**src/rtl/fb_output_ramp_sat.sv**
```systemverilog
// fb_output_ramp_sat: output stage of the pt_feedback path.
// Applies a signed Q(GAIN_FRAC) gain to the adder sum, multiplies by a
// soft-enable envelope that ramps between 0 and 2^ENV_BITS, then clamps the
// result to the signed DAC word and flags clipped samples.
// Optional feature: define FB_OUTPUT_SAT_COUNT_EN to build the saturation
// event counter behind sat_count_o; otherwise sat_count_o is tied to 0.
module fb_output_ramp_sat #(
    parameter int INPUT_WIDTH  = 16,
    parameter int OUTPUT_WIDTH = 14,
    parameter int GAIN_WIDTH   = 16,
    parameter int GAIN_FRAC    = 12,
    parameter int ENV_BITS     = 8,
    parameter int PERIOD_WIDTH = 16
) (
    input  logic                           clk_i,
    input  logic                           rst_ni,
    input  logic signed [INPUT_WIDTH-1:0]  data_i,
    input  logic signed [GAIN_WIDTH-1:0]   gain_i,
    input  logic                           enable_i,
    input  logic        [PERIOD_WIDTH-1:0] ramp_period_i,
    input  logic                           clr_sat_i,
    output logic signed [OUTPUT_WIDTH-1:0] data_o,
    output logic                           sat_o,
    output logic        [1:0]              state_o,
    output logic        [ENV_BITS:0]       env_o,
    output logic        [15:0]             sat_count_o
);

    localparam int P1W   = INPUT_WIDTH + GAIN_WIDTH;
    localparam int P2W   = P1W + ENV_BITS + 1;
    localparam int SHIFT = GAIN_FRAC + ENV_BITS;

    localparam logic [ENV_BITS:0]     ENV_FULL = {1'b1, {ENV_BITS{1'b0}}};
    localparam logic [ENV_BITS:0]     ENV_ZERO = '0;
    localparam logic [ENV_BITS:0]     ENV_ONE  = {{ENV_BITS{1'b0}}, 1'b1};
    localparam logic [PERIOD_WIDTH-1:0] CNT_ONE = {{(PERIOD_WIDTH-1){1'b0}}, 1'b1};

    // Clamp limits expressed at the full product width so the compare is exact.
    localparam logic signed [P2W-1:0] OUT_MAX =
        {{(P2W-OUTPUT_WIDTH+1){1'b0}}, {(OUTPUT_WIDTH-1){1'b1}}};
    localparam logic signed [P2W-1:0] OUT_MIN =
        {{(P2W-OUTPUT_WIDTH+1){1'b1}}, {(OUTPUT_WIDTH-1){1'b0}}};

    typedef enum logic [1:0] {
        ST_OFF       = 2'd0,
        ST_RAMP_UP   = 2'd1,
        ST_ON        = 2'd2,
        ST_RAMP_DOWN = 2'd3
    } state_t;

    state_t                   r_state;
    state_t                   w_stateNext;
    logic [ENV_BITS:0]        r_env;
    logic [ENV_BITS:0]        w_envNext;
    logic [ENV_BITS:0]        w_envInc;
    logic [ENV_BITS:0]        w_envDec;
    logic [PERIOD_WIDTH-1:0]  r_cnt;
    logic [PERIOD_WIDTH-1:0]  w_cntNext;
    logic                     w_step;

    logic signed [P1W-1:0]    w_dataExt;
    logic signed [P1W-1:0]    w_gainExt;
    logic signed [P1W-1:0]    w_p1;
    logic signed [P1W-1:0]    r_p1;
    logic signed [P2W-1:0]    w_p1Ext;
    logic signed [P2W-1:0]    w_envExt;
    logic signed [P2W-1:0]    w_p2;
    logic signed [P2W-1:0]    r_p2;
    logic signed [P2W-1:0]    w_shifted;
    logic signed [OUTPUT_WIDTH-1:0] w_dataNext;
    logic                     w_satNext;

    // The envelope never wraps: increments stop at full scale, decrements at zero.
    assign w_envInc = (r_env == ENV_FULL) ? ENV_FULL : (r_env + ENV_ONE);
    assign w_envDec = (r_env == ENV_ZERO) ? ENV_ZERO : (r_env - ENV_ONE);
    assign w_step   = (r_cnt == ramp_period_i);

    // State, envelope and step timer registers; reset aborts any ramp at once.
    always_ff @(posedge clk_i or negedge rst_ni) begin
        if (!rst_ni) begin
            r_state <= ST_OFF;
            r_env   <= ENV_ZERO;
            r_cnt   <= '0;
        end else begin
            r_state <= w_stateNext;
            r_env   <= w_envNext;
            r_cnt   <= w_cntNext;
        end
    end

    // Next-state: an enable change always beats a pending step.
    always_comb begin
        w_stateNext = r_state;
        case (r_state)
            ST_OFF: begin
                if (enable_i) w_stateNext = ST_RAMP_UP;
            end
            ST_RAMP_UP: begin
                if (!enable_i)                          w_stateNext = ST_RAMP_DOWN;
                else if (w_step && w_envInc == ENV_FULL) w_stateNext = ST_ON;
            end
            ST_ON: begin
                if (!enable_i) w_stateNext = ST_RAMP_DOWN;
            end
            ST_RAMP_DOWN: begin
                if (enable_i)                            w_stateNext = ST_RAMP_UP;
                else if (w_step && w_envDec == ENV_ZERO) w_stateNext = ST_OFF;
            end
            default: w_stateNext = ST_OFF;
        endcase
    end

    // Envelope and step timer updates; the timer restarts on any transition or step.
    always_comb begin
        w_envNext = r_env;
        w_cntNext = '0;
        case (r_state)
            ST_OFF: begin
                w_envNext = ENV_ZERO;
            end
            ST_RAMP_UP: begin
                if (enable_i) begin
                    if (w_step) w_envNext = w_envInc;
                    else        w_cntNext = r_cnt + CNT_ONE;
                end
            end
            ST_ON: begin
                w_envNext = ENV_FULL;
            end
            ST_RAMP_DOWN: begin
                if (!enable_i) begin
                    if (w_step) w_envNext = w_envDec;
                    else        w_cntNext = r_cnt + CNT_ONE;
                end
            end
            default: begin
                w_envNext = ENV_ZERO;
            end
        endcase
    end

    assign state_o = r_state;
    assign env_o   = r_env;

    // Datapath operands sign-extended (samples, gain) or zero-extended (envelope)
    // to the product width so the truncated products are exact.
    assign w_dataExt = {{(P1W-INPUT_WIDTH){data_i[INPUT_WIDTH-1]}}, data_i};
    assign w_gainExt = {{(P1W-GAIN_WIDTH){gain_i[GAIN_WIDTH-1]}}, gain_i};
    assign w_p1      = w_dataExt * w_gainExt;
    assign w_p1Ext   = {{(P2W-P1W){r_p1[P1W-1]}}, r_p1};
    assign w_envExt  = {{(P2W-ENV_BITS-1){1'b0}}, r_env};
    assign w_p2      = w_p1Ext * w_envExt;
    assign w_shifted = r_p2 >>> SHIFT;

    // Clamp the rescaled product to the DAC range and flag clipping.
    always_comb begin
        w_satNext  = 1'b0;
        w_dataNext = w_shifted[OUTPUT_WIDTH-1:0];
        if (w_shifted > OUT_MAX) begin
            w_satNext  = 1'b1;
            w_dataNext = OUT_MAX[OUTPUT_WIDTH-1:0];
        end else if (w_shifted < OUT_MIN) begin
            w_satNext  = 1'b1;
            w_dataNext = OUT_MIN[OUTPUT_WIDTH-1:0];
        end
    end

    // Three-stage pipeline: gain product, envelope product, clamped output.
    always_ff @(posedge clk_i or negedge rst_ni) begin
        if (!rst_ni) begin
            r_p1   <= '0;
            r_p2   <= '0;
            data_o <= '0;
            sat_o  <= 1'b0;
        end else begin
            r_p1   <= w_p1;
            r_p2   <= w_p2;
            data_o <= w_dataNext;
            sat_o  <= w_satNext;
        end
    end

`ifdef FB_OUTPUT_SAT_COUNT_EN
    logic [15:0] r_satCount;

    // Count clipped output samples, sticking at all-ones; clear wins over count.
    always_ff @(posedge clk_i or negedge rst_ni) begin
        if (!rst_ni) begin
            r_satCount <= '0;
        end else if (clr_sat_i) begin
            r_satCount <= '0;
        end else if (sat_o && (r_satCount != 16'hFFFF)) begin
            r_satCount <= r_satCount + 16'd1;
        end
    end

    assign sat_count_o = r_satCount;
`else
    logic w_unusedClr;
    assign w_unusedClr = clr_sat_i;
    assign sat_count_o = '0;
`endif

endmodule

```
**config.mk**
```make
export PLATFORM = sky130hd
export DESIGN_NAME = fb_output_ramp_sat
export DESIGN_NICKNAME = d
export VERILOG_FILES = /design/src/rtl/fb_output_ramp_sat.sv
export SDC_FILE = /design/constraint.sdc
export NUM_CORES = 1
export LEC_CHECK = 0
export ABC_AREA = 1
export CORE_MARGIN = 3
export CORE_UTILIZATION = 65
export DETAILED_ROUTE_END_ITERATION = 7
export PLACE_DENSITY = 0.84
export SLEW_MARGIN = 20
export SYNTH_ARGS = -nofsm -noshare
export SYNTH_HDL_FRONTEND = slang
export SYNTH_SLANG_ARGS = --single-unit
```
**constraint.sdc**
```tcl
create_clock -name clk_i -period 13.95 [get_ports clk_i]
set_input_delay 2.79 -clock clk_i [delete_from_list [all_inputs] [get_ports clk_i]]
set_output_delay 2.79 -clock clk_i [all_outputs]
set_load 0.01 [all_outputs]
```
# After elaboration in Yosys (flattened, before gate mapping)
# Index checks and enable logic that the tools add are counted.
totals:
  output_inout_bits: 42
  regBits: 115
  input_bits: 52
  word_cells: 57
classes:
  reduce_logical: 7
  magnitude_cmp: 2
  n_eq_ne: 14
  n_addsub: 3
  n_mux: 22
  mul: 2
ops:
  columns: ["operator", "n"]
  rows:
  - ["$mux 9", 6]
  - ["$mux 16", 3]
  - ["$mul 32x10->41", 1]
  - ["$pmux 9 s4", 1]
  - ["$mul 16x16->32", 1]
  - ["$pmux 16 s2", 1]
  - ["$mux 14", 2]
  - ["$gt 21x14->1 const B", 1]
  - ["$lt 21x14->1 const B", 1]
  - ["$eq 9x9->1 const B", 2]
  - ["$logic_not 9->1", 2]
  - ["$add 16x1->16 const B", 1]
  - ["$eq 16x16->1", 1]
  - ["$mux 2", 6]
  - ["$ne 2x2->1 const B", 6]
  - ["$add 9x1->9 const B", 1]
  - ["$sub 9x1->9 const B", 1]
  - ["$pmux 2 s4", 1]
  - ["$reduce_and 4->1", 2]
  - ["$ne 3x3->1 const B", 2]
  - ["$eq 2x2->1 const B", 2]
  - ["$eq 2x1->1 const B", 1]
  - ["$logic_and 1x1->1", 2]
  - ["$logic_not 2->1", 1]
  - ["$mux 1", 2]

# Logic depth before layout (Yosys ltp)
depth:
  depth_word: 7
  mapped_depth: 27
  mapped_depth_nobuf: 25

# Worst setup path before layout
# OpenSTA, ideal clock, no wires.
synth_path:
  kind: "in2reg"
  start: "in gain_i[5]"
  end: "reg r_p1[27]"
  t_required_ns: 13.871
  stages: 20
  arrival_ns: 7.894
  slack_ns: 5.977
  setup_ns: 0.079
  n_path_buf: 2
  cell_sequence: "clkbuf_1 -> clkbuf_1 -> nand2_1 -> fa_1 -> inv_1 -> fa_1 -> fa_1 -> fa_1 -> fa_1 -> inv_1 -> fa_1 -> inv_1 -> ha_1 -> nand2_1 -> nor2_1 -> inv_1 -> nor3_1 -> nand2_1 -> o211ai_1 -> xor2_1"
synth_between:
  elab_chain_len: 1
synth_rtl:
  columns: ["element", "line_no", "source"]
  rows:
  - ["from (decl)", "18", "input logic signed [GAIN_WIDTH-1:0] gain_i,"]
  - ["$mul 16x16->32", "149", "assign w_p1 = w_dataExt * w_gainExt;"]
  - ["net w_p1[27]", "63", "logic signed [P1W-1:0] w_p1;"]
  - ["to (signal assigned)", "176", "r_p1 <= w_p1;"]
  - ["to (decl)", "64", "logic signed [P1W-1:0] r_p1;"]
# The timed path passes the listed nets, and every way through them passes these cells.
# A chain may end at the register's enable or synchronous reset.

# Final worst setup path
layout_path:
  start: "in data_i[15]"
  end: "reg r_p1[27]"
layout_between:
  elab_chain_len: 1
layout_rtl:
  columns: ["element", "line_no", "source"]
  rows:
  - ["from (decl)", "17", "input logic signed [INPUT_WIDTH-1:0] data_i,"]
  - ["$mul 16x16->32", "149", null]
  - ["net w_p1[27]", "63", null]
# The timed path passes the listed nets, and every way through them passes these cells.

==> impl_metrics.yaml <==
die:
  num_io_pins: 94
  initial_core_util: 0.6631
  die_area_um2: 41090
  floorplan.core_area_um2: 37930
  die_x_um: 202.7
  die_height_um: 202.7
  rows: 71
cells_and_area:
  final_layout_size_suffix_gt1_frac: 0.02435
  layout_common_cells: "965 x inv_1, 851 x nand2_1, 492 x fa_1, 174 x ha_1, 155 x nor2_1"
  most_common_cell_after_layout_fill_and_taps_aside: "inv_1"
  area_growth_syn_to_layout_pct: 4.572
  final.fill_count: 2982
  design.final.nets: 3999
  fin_util: 0.6934
  insertedDiodeCount: 0
synth:
  dominantRegCellSynth: "dfrtp_1"
  synth-async-reset-ratio: 1.000
  synth-seq-cells: 95
  synth-xor-area-share: 0.02055
  synth_enable_flop_cells: 0
  mappedNetlistArea_um2: 25150
  yosys.area_share.adder: 0.4782
  synth-compound-area-share: 0.04805
  yosys_warnings: 0
  syn-mean-instance-area_um2: 7.580
  yosys.area_share.simple: 0.1848
  yosys.cell_types.count: 53
  dominant_combinational_cell_family_by_area_after_synthesis: "adder cells"
  seq_area_frac_synth: 0.09452
  synth.mux.area_fraction: 0.0003980
  syn-instance-count: 3318
sta:
  final.period_utilization: 0.6321
  hold-worst-slack_ps: 418.9
  final-max-slew-violation-count: 0
  worst_slew_pin_slew_ps: 965.8
  timing_hold_violations_final: 0
  setup-tns-final_ps: 0
  timing.fmax_mhz: 113.4
  grt_setup_unrepaired: "no"
  timing.clock.skew_ps: 34.95
  max-slew-margin-rel: 0.3561
  setup_viol: 0
  layout_min_cycle_time_ps: 8818
detailed_routing:
  drt_first_iter_violations: 1395
  first_pass_detailed_route_iteration_total: 6
  drc_errors: 0
  routedWlPerCell_um: 15.66
  dr_total_vias: 20350
  drt_wl_total_um: 59450
  ant_nets: 0
  vias_per_cell: 5.358
clocking:
  cts_tree: "done"
  cts-root-to-sink-buffers: 2
  cts.hold.buffers_added: 0
  cts_post_setup_buffers_inserted: 0
  cts-resized-gates: 0
  clock_sinks: 95
  htree_num_levels: 3
  clk_root_buffer_cell: "clkbuf_16"
  worst_setup_hold_path_clk_slew_ps: 80
  tritoncts_buffers: 9
  clkLatencyLatePin_ps: 390
critical_path:
  critPathSlowestCell: "fa_1"
  worstSetupEndpointType: "register"
  worstSetupStartpointType: "input port"
  r2r_setup_slack_ps: 8350
  regToRegStartpoint: "env_o[1]$_DFFE_PN0P_"
  rr_worst_depth: 19
  cpMostUsedCell: "fa_1"
  wp_data_required_ps: 14240
  worst_r2r_endpoint: "r_p2[40]$_DFF_PN0_"
  crit_path_max_fanout: 16
  cpPeakStageDelay_ps: 920
  worst-setup-path-type: "in -> reg"
  path_cells: "clkdlybuf4s50_1, nand2_1, inv_1, fa_1, fa_1, fa_1, fa_1, fa_1, inv_1, fa_1, inv_1, ha_1, nand2_1, nor2_1, inv_1, nor3_1, nand2_1, o211ai_1, xor2_1"
  critical_path_arrival_ps: 9110
global_route:
  grt_pass1_vias: 22230
  wire_length_of_the_first_global_routing_pass_um: 103500
  grtUsageTotal: 0.3078
  initial_antenna_violation_count: 0
  global_route.overflow_total: 0
  grt_max_degree: 76
worst_hold_path:
  start_point_of_the_worst_min_delay_path: "r_p2[40]$_DFF_PN0_"
  holdPathEnd: "data_o[13]$_DFF_PN0_"
  hold_path.class: "reg -> reg"
  timing.hold.worst_path_depth: 0
placed_design:
  gp_routability_congestion: 0.9709
  dp_hpwl_um: 49580
  port_buffer_count: 76
run_status:
  run_status: "finished, final reports clean"
job:
  drv.max_cap_violation_count: 0
through the flow:
| stage | worst slack, ps | std cells | instance area, µm² |
|---|---|---|---|
| finish | 5132 | 3797 | 26300 |
| global route | 4784 | 3797 | 26300 |
| CTS | 5177 | 3797 | 26300 |
| detailed placement | 4825 | 3781 | 26020 |
| floorplan | 5977 | 3333 | 25210 |
| global placement | 4926 | 3781 | 26020 |
sequential cells by signal (all words and copies together) (netlist names):
name	count
r_p1	32
r_p2	21
r_cnt	16
data_o	14
env_o	9
state_o	2
sat_o	1
metal layers:
| metal | track usage | part of all wire | vias to the layer above |
|---|---|---|---|
| li1 | - | - | 9346 |
| met1 | 0.3890 | 0.38 | 9956 |
| met5 | 0 | 0 | - |
| met4 | 0.1086 | 0.031 | 0 |
| met3 | 0.03287 | 0.069 | 191 |
| met2 | 0.5530 | 0.52 | 853 |
synth_stat cells, types with 22 or more instances:
master / n / area share
inv_1: 965 / 0.14
nand2_1: 851 / 0.13
fa_1: 492 / 0.39
ha_1: 174 / 0.087
nor2_1: 155 / 0.023
clkbuf_1: 111 / 0.017
dfrtp_1: 95 / 0.095
a21oi_1: 80 / 0.016
nand3_1: 71 / 0.014
o21ai_0: 50 / 0.0099
xor2_1: 41 / 0.014
nor3_1: 22 / 0.0044
critical path, delay by kind of cell:
family / cells / cell delay, ps
AO/OA/AOI/OAI: 1 / 200
adder cells (fa/ha/maj): 7 / 3850
XOR/XNOR: 1 / 160
AND/OR/NAND/NOR: 5 / 840
buffers and inverters: 5 / 1240
layout make-up:
cell class,count,area [µm²],share of cell area
clock inverters,7,61.31,0.002331
inverters,983,3694,0.1404
well taps,511,639.4,0.02431
repair buffers,86,833.3,0.03168
flip-flops and latches,95,2379,0.09043
multi-input cells,2106,18470,0.7022
clock buffers,9,225.2,0.008563
logic make-up (layout without fill, tap and decap cells):
family / after synthesis / after routing
DFF: 95 / 95
muxes: 1 / 1
xor gates and xnor gates: 59 / 59
and+or+nand+nor: 1155 / 1155
adders and majority gates: 666 / 666
other: 1 / 16
buffers and inverters: 1132 / 1085
AOI/OAI and AO/OA: 209 / 209
worst max path at each step:
stage                          start            endpoint  slack (ps)  cells past startpoint
after global routing      data_i[15]  r_p1[27]$_DFF_PN0_        4780                     19
after global placement     gain_i[2]  r_p1[27]$_DFF_PN0_        4930                     19
after floorplan            gain_i[5]  r_p1[27]$_DFF_PN0_        5980                     20
after CTS                 data_i[15]  r_p1[27]$_DFF_PN0_        5180                     19
final                     data_i[15]  r_p1[27]$_DFF_PN0_        5130                     19
after detailed placement  data_i[15]  r_p1[27]$_DFF_PN0_        4820                     19
Power is left out: the tool's default activity adds up to more than one toggle a clock period on the data nets, which glitch-free logic cannot reach.
